File: src/rtl/count_sequencer.sv
`timescale 1ns/1ps
// ---------------------------------------------------------------------------
// count_sequencer
//
// Command-driven controller for an up/down count datapath. Owns the count
// register, the shadow and active limit registers and the terminal logic.
// The count advances only on the one-cycle TICK strobe. START/STOP/LOAD
// commands arrive over a valid/ready handshake and sequence one-shot or
// periodic runs. Every terminal event produces a one-cycle DONE pulse and
// bumps a saturating EVENTS counter.
//
// Ports
//   CLK        in   1      system clock, all logic on posedge
//   RST        in   1      synchronous, active-low reset
//   TICK       in   1      count-enable strobe, one CLK wide
//   CMD_VALID  in   1      command valid
//   CMD_READY  out  1      command ready (low only in FIN)
//   CMD_OP     in   2      00 NOP, 01 START, 10 STOP, 11 LOAD
//   CMD_DATA   in   WIDTH  LOAD: new shadow limit
//   CMD_DIR    in   1      START: 0 = up, 1 = down
//   CMD_MODE   in   1      START: 0 = one-shot, 1 = periodic
//   CNT        out  WIDTH  current count
//   CNT_DIR    out  1      direction latched at START
//   BUSY       out  1      high in RUN or FIN
//   DONE       out  1      one-cycle pulse per terminal event
//   EVENTS     out  EVW    saturating terminal-event count since START from IDLE
// ---------------------------------------------------------------------------
module count_sequencer #(
   parameter int WIDTH = 19,
   parameter int EVW   = 8
) (
   input  logic             CLK,
   input  logic             RST,
   input  logic             TICK,
   input  logic             CMD_VALID,
   output logic             CMD_READY,
   input  logic [1:0]       CMD_OP,
   input  logic [WIDTH-1:0] CMD_DATA,
   input  logic             CMD_DIR,
   input  logic             CMD_MODE,
   output logic [WIDTH-1:0] CNT,
   output logic             CNT_DIR,
   output logic             BUSY,
   output logic             DONE,
   output logic [EVW-1:0]   EVENTS
);

   localparam logic [1:0] OP_NOP   = 2'b00;
   localparam logic [1:0] OP_START = 2'b01;
   localparam logic [1:0] OP_STOP  = 2'b10;
   localparam logic [1:0] OP_LOAD  = 2'b11;

   // Reset limit is the largest value with the top bit clear.
   localparam logic [WIDTH-1:0] LIM_RST = {1'b0, {(WIDTH-1){1'b1}}};
   localparam logic [EVW-1:0]   EV_MAX  = {EVW{1'b1}};

   typedef enum logic [1:0] {
      S_IDLE = 2'b00,
      S_RUN  = 2'b01,
      S_HOLD = 2'b10,
      S_FIN  = 2'b11
   } state_t;

   state_t           r_state;
   state_t           w_state_nxt;

   logic [WIDTH-1:0] r_cnt;
   logic [WIDTH-1:0] w_cnt_nxt;
   logic             r_dir;
   logic             w_dir_nxt;
   logic             r_mode;
   logic             w_mode_nxt;
   logic [WIDTH-1:0] r_lim_sh;
   logic [WIDTH-1:0] w_lim_sh_nxt;
   logic [WIDTH-1:0] r_act_lim;
   logic [WIDTH-1:0] w_act_lim_nxt;
   logic [EVW-1:0]   r_events;
   logic [EVW-1:0]   w_events_nxt;
   logic             r_done;
   logic             w_done_nxt;
   logic             r_ready;
   logic             r_busy;

   logic             w_accept;
   logic             w_start;
   logic             w_stop;
   logic             w_load;
   logic             w_terminal;
   logic [EVW-1:0]   w_events_inc;

   // Handshake decode; READY is registered so acceptance follows the state.
   always_comb begin
      w_accept = CMD_VALID & r_ready;
      w_start  = w_accept & (CMD_OP == OP_START);
      w_stop   = w_accept & (CMD_OP == OP_STOP);
      w_load   = w_accept & (CMD_OP == OP_LOAD);
   end

   // Terminal condition for the current direction, and saturating increment.
   always_comb begin
      if (r_dir) begin
         w_terminal = (r_cnt == {WIDTH{1'b0}});
      end else begin
         w_terminal = (r_cnt == r_act_lim);
      end
      if (r_events != EV_MAX) begin
         w_events_inc = r_events + EVW'(1);
      end else begin
         w_events_inc = r_events;
      end
   end

   // State register.
   always_ff @(posedge CLK) begin
      if (!RST) begin
         r_state <= S_IDLE;
      end else begin
         r_state <= w_state_nxt;
      end
   end

   // Next-state and next-datapath logic.
   always_comb begin
      w_state_nxt   = r_state;
      w_cnt_nxt     = r_cnt;
      w_dir_nxt     = r_dir;
      w_mode_nxt    = r_mode;
      w_act_lim_nxt = r_act_lim;
      w_events_nxt  = r_events;
      w_done_nxt    = 1'b0;

      // LOAD only touches the shadow limit, so it never disturbs a run.
      if (w_load) begin
         w_lim_sh_nxt = CMD_DATA;
      end else begin
         w_lim_sh_nxt = r_lim_sh;
      end

      case (r_state)
         S_IDLE: begin
            if (w_start) begin
               w_cnt_nxt     = CMD_DIR ? r_lim_sh : {WIDTH{1'b0}};
               w_dir_nxt     = CMD_DIR;
               w_mode_nxt    = CMD_MODE;
               w_act_lim_nxt = r_lim_sh;
               w_events_nxt  = {EVW{1'b0}};
               w_state_nxt   = S_RUN;
            end else begin
               w_state_nxt   = S_IDLE;
            end
         end
         S_RUN: begin
            // An accepted START/STOP takes priority; a coincident TICK is lost.
            if (w_start) begin
               w_cnt_nxt     = CMD_DIR ? r_lim_sh : {WIDTH{1'b0}};
               w_dir_nxt     = CMD_DIR;
               w_mode_nxt    = CMD_MODE;
               w_act_lim_nxt = r_lim_sh;
               w_state_nxt   = S_RUN;
            end else if (w_stop) begin
               w_state_nxt   = S_HOLD;
            end else if (TICK) begin
               if (w_terminal) begin
                  w_done_nxt   = 1'b1;
                  w_events_nxt = w_events_inc;
                  if (r_mode) begin
                     // Periodic: wrap to the starting value on the same edge.
                     w_cnt_nxt   = r_dir ? r_act_lim : {WIDTH{1'b0}};
                     w_state_nxt = S_RUN;
                  end else begin
                     w_state_nxt = S_FIN;
                  end
               end else if (r_dir) begin
                  w_cnt_nxt = r_cnt - WIDTH'(1);
               end else begin
                  w_cnt_nxt = r_cnt + WIDTH'(1);
               end
            end else begin
               w_state_nxt = S_RUN;
            end
         end
         S_HOLD: begin
            if (w_start) begin
               w_state_nxt = S_RUN;
            end else if (w_stop) begin
               w_state_nxt = S_IDLE;
            end else begin
               w_state_nxt = S_HOLD;
            end
         end
         S_FIN: begin
            w_state_nxt = S_IDLE;
         end
         default: begin
            w_state_nxt = S_IDLE;
         end
      endcase
   end

   // Datapath and registered output flags.
   always_ff @(posedge CLK) begin
      if (!RST) begin
         r_cnt     <= {WIDTH{1'b0}};
         r_dir     <= 1'b0;
         r_mode    <= 1'b0;
         r_lim_sh  <= LIM_RST;
         r_act_lim <= LIM_RST;
         r_events  <= {EVW{1'b0}};
         r_done    <= 1'b0;
         r_ready   <= 1'b1;
         r_busy    <= 1'b0;
      end else begin
         r_cnt     <= w_cnt_nxt;
         r_dir     <= w_dir_nxt;
         r_mode    <= w_mode_nxt;
         r_lim_sh  <= w_lim_sh_nxt;
         r_act_lim <= w_act_lim_nxt;
         r_events  <= w_events_nxt;
         r_done    <= w_done_nxt;
         r_ready   <= (w_state_nxt != S_FIN);
         r_busy    <= (w_state_nxt == S_RUN) || (w_state_nxt == S_FIN);
      end
   end

   assign CMD_READY = r_ready;
   assign CNT       = r_cnt;
   assign CNT_DIR   = r_dir;
   assign BUSY      = r_busy;
   assign DONE      = r_done;
   assign EVENTS    = r_events;

endmodule
File: config.mk
export PLATFORM = sky130hd
export DESIGN_NAME = count_sequencer
export DESIGN_NICKNAME = d
export VERILOG_FILES = /design/src/rtl/count_sequencer.sv
export SDC_FILE = /design/constraint.sdc
export NUM_CORES = 1
export LEC_CHECK = 0
export ABC_AREA = 1
export CORE_UTILIZATION = 30
export CTS_CLUSTER_DIAMETER = 150
export DETAILED_ROUTE_END_ITERATION = 6
export GPL_ROUTABILITY_DRIVEN = 1
export PLACE_DENSITY = 0.61
export REMOVE_ABC_BUFFERS = 1
export SYNTH_ARGS = -nofsm -noshare
export SYNTH_HDL_FRONTEND = slang
export SYNTH_SLANG_ARGS = --single-unit
File: constraint.sdc
create_clock -name CLK -period 2.4 [get_ports CLK]
set_input_delay 0.48 -clock CLK [delete_from_list [all_inputs] [get_ports CLK]]
set_output_delay 0.48 -clock CLK [all_outputs]
set_load 0.01 [all_outputs]
==> results_dict.tcl <==
set metrics [dict create \
    crit_path_start "CNT_DIR" \
    hold_depth 2 \
    ys_types 32 \
    initial_core_util 0.312 \
    netlist_top_cells_area "dfxtp_1, nand2_1, nand3_1" \
    yosysWarnings 0 \
    setup_violations 0 \
    slew_headroom 0.692 \
    synthMuxAreaShare 0 \
    required_ns 2.67 \
    hold_path.class "flip-flop to flip-flop" \
    path_class "flip-flop to flip-flop" \
    ios 58 \
    dieArea_um2 16500 \
    cellLeakagePower_nw 2.84 \
    first_iter_violations 293 \
    synth_common_cells "nand2_1, nor2_1, dfxtp_1" \
    holdBufCountCts 0 \
    synth-async-reset-ratio 0 \
    drv_cap 0 \
    worstSetupPathDepth 11 \
    endpoint_kind "flip-flop" \
    drc 0 \
    die_w_um 129 \
    synth.most_common_cell "nand2_1" \
    tightestPinTransition_ns 0.461 \
    drive_gt1_frac 0.0798 \
    clock-sinks 72 \
    diodes 0 \
    stdcell_count 1063 \
    cts_tree "built" \
    cp_top_family "simple AND/OR/NAND/NOR gates" \
    hold_slack_ns 0.469 \
    ys_seq_area_frac 0.300 \
    path_buf_inv 1 \
    skew_ns 0.00523 \
    finalCritPeriodShare 0.909 \
    critPathMaxStageDelay_ns 0.34 \
    ys.flop_type "dfxtp_1" \
    gr-usage-all-layers 0.186 \
    path_cells "buf_4 -> ha_1 -> a21oi_1 -> nor2_1 -> o21ai_0 -> nand4_1 -> nand2_1 -> nand2_1 -> nand2_1 -> nand4_1 -> a21oi_1" \
    synth_edf_count 0 \
    ctsRootBufferMaster "clkbuf_16" \
    arrival_ns 2.45 \
    grt_start_max_net_pins 27 \
    clock_latency_ns 0.34 \
    io_buffer_count 57 \
    hold_violations 0 \
    gp_congestion 0.887 \
    ys_ff_latch 72 \
    fmax_mhz 458 \
    netlist_instances 784 \
    worstReg2RegEnd "CNT[11]" \
    grt_pass1_wl_mm 24.0 \
    place_hpwl_mm 11.1 \
    syn-cell-area_um2 4810 \
    tns_ns 0 \
    r2r_cells 11 \
    fin_crit_ns 2.18 \
    ant_nets 0 \
    vias 5075 \
    synth_compound_area_frac 0.113 \
    fp-row-count 45 \
    cp-start-kind "flip-flop" \
    antenna_found_initial 0 \
    n_fill_cell 1681 \
    vias_per_cell 4.77 \
    p_total_w 0.00324 \
    crit_end "CNT[11]" \
    syn_to_final_growth_pct 24.1 \
    path_max_fanout 8 \
    yosys.area_share.xor_xnor 0.0273 \
    path_clk_slew_ns 0.06 \
    worstReg2RegStart "CNT_DIR" \
    reg2reg_slack_ns 0.22 \
    rsz0062_at_grt "no" \
    yosysTopAreaCellShare 0.300 \
    drt-total-wl_mm 14.6 \
    dr.pass1.iters 5 \
    grt_pass1_vias 4764 \
    cts_buffer_depth 2 \
    chipHeight_um 129 \
    cts_buffers 9 \
    syn_avg_cell_area_um2 6.14 \
    cp_slowest_cell "dfxtp_2" \
    p_per_area_nw_per_um2 542 \
    htreeDepth 3 \
    cp_common_cell "nand2_1" \
    core_area_um2 15400 \
    globalRouteOverflowTotal 0 \
    post_cts_buffers 0 \
    status "complete, no violations" \
    nets 893 \
    dp.cells 1047 \
    synthSimpleGateAreaFrac 0.415 \
    synth_fa_ha_area_frac 0.0510 \
    synth_top_family_by_area "simple AND/OR/NAND/NOR gates" \
    wl_per_cell_um 13.7 \
    vdd_drop_max_uv 269 \
    dpl-instance-area_um2 5700 \
    final_max_slew_viol_count 0 \
    postLayoutCellArea_um2 5970 \
    synth_largest_area_cell "dfxtp_1" \
]
[kinds of logic after synthesis]
logic type	after synthesis
compound gates	95
fa+ha+maj	19
xor+xnor	15
flops	72
buf+inv	112
simple gates	471
[worst register-to-register path, delay by kind of cell (launching register included)]
family,cells,cell delay [ns]
AO/OA/AOI/OAI,3,0.62
adder cells (fa/ha/maj),1,0.34
buffers and inverters,1,0.18
flip-flops,1,0.34
AND/OR/NAND/NOR,6,0.65
[repair_timing]
action | CTS | global route
endpoints found under the hold margin | 0 | 0
endpoints found under the setup margin | 0 | 5
gates resized for setup | 0 | 2
[report_power, final]
| part | internal [W] | switching, W |
|---|---|---|
| Clock | 0.000725 | 0.000509 |
| Sequential | 0.00126 | 0.0000681 |
| Combinational | 0.000274 | 0.000401 |
[area by class of cell]
type	count	area (um^2)	share of cell area
Multi-Input combinational cell	600	2930	0.490
Timing Repair Buffer	81	758	0.127
Sequential cell	72	1440	0.242
Tap cell	211	264	0.0442
Inverter	83	312	0.0522
Clock buffer	13	250	0.0419
Clock inverter	3	17.5	0.00293
[worst min-delay path by stage]
stage | from | endpoint | slack (ns)
2_1_floorplan | r_mode | r_mode | 0.45
3_3_place_gp | r_mode | r_mode | 0.46
3_5_place_dp | r_mode | r_mode | 0.46
4_1_cts | r_mode | r_mode | 0.47
5_1_grt | r_lim_sh[12] | r_lim_sh[12] | 0.51
6_report | r_mode | r_mode | 0.47
[sequential cells by signal, indices dropped and copies added, names as in the netlist, 2 cells and up]
name,flops
CNT,19
r_act_lim,19
r_lim_sh,19
EVENTS,8
r_state,2
[layout by cell type, fill, tap and decap left out, drive strengths merged, types with 5 or more instances in the layout]
cell type | synthesis | routed
xor2 | 10 | 10
o21ai | 30 | 30
dfxtp | 72 | 72
nand3 | 66 | 66
ha | 18 | 18
o211ai | 18 | 18
nand4 | 19 | 19
inv | 82 | 82
buf | 13 | 25
xnor2 | 5 | 5
nand2 | 280 | 280
nor2 | 83 | 83
a21oi | 45 | 45
clkdlybuf4s50 | 0 | 56
nor3 | 20 | 20
clkbuf | 16 | 13
[metal layers]
layer	vias to the layer above	part of all wire	GRT usage
li1	2661	-	-
met1	2246	0.50	0.266
met2	159	0.43	0.290
met3	9	0.065	0.0237
met4	0	0.011	0.0519
met5	-	0	0
[per-stage QoR]
stage	util	setup slack, ns
6_report	0.387	0.219
2_1_floorplan	-	-0.260
3_3_place_gp	0.370	0.254
3_5_place_dp	0.370	0.228
5_1_grt	0.387	0.000986
4_1_cts	0.387	0.234
Note: power is estimated with default switching activity, not from simulation.
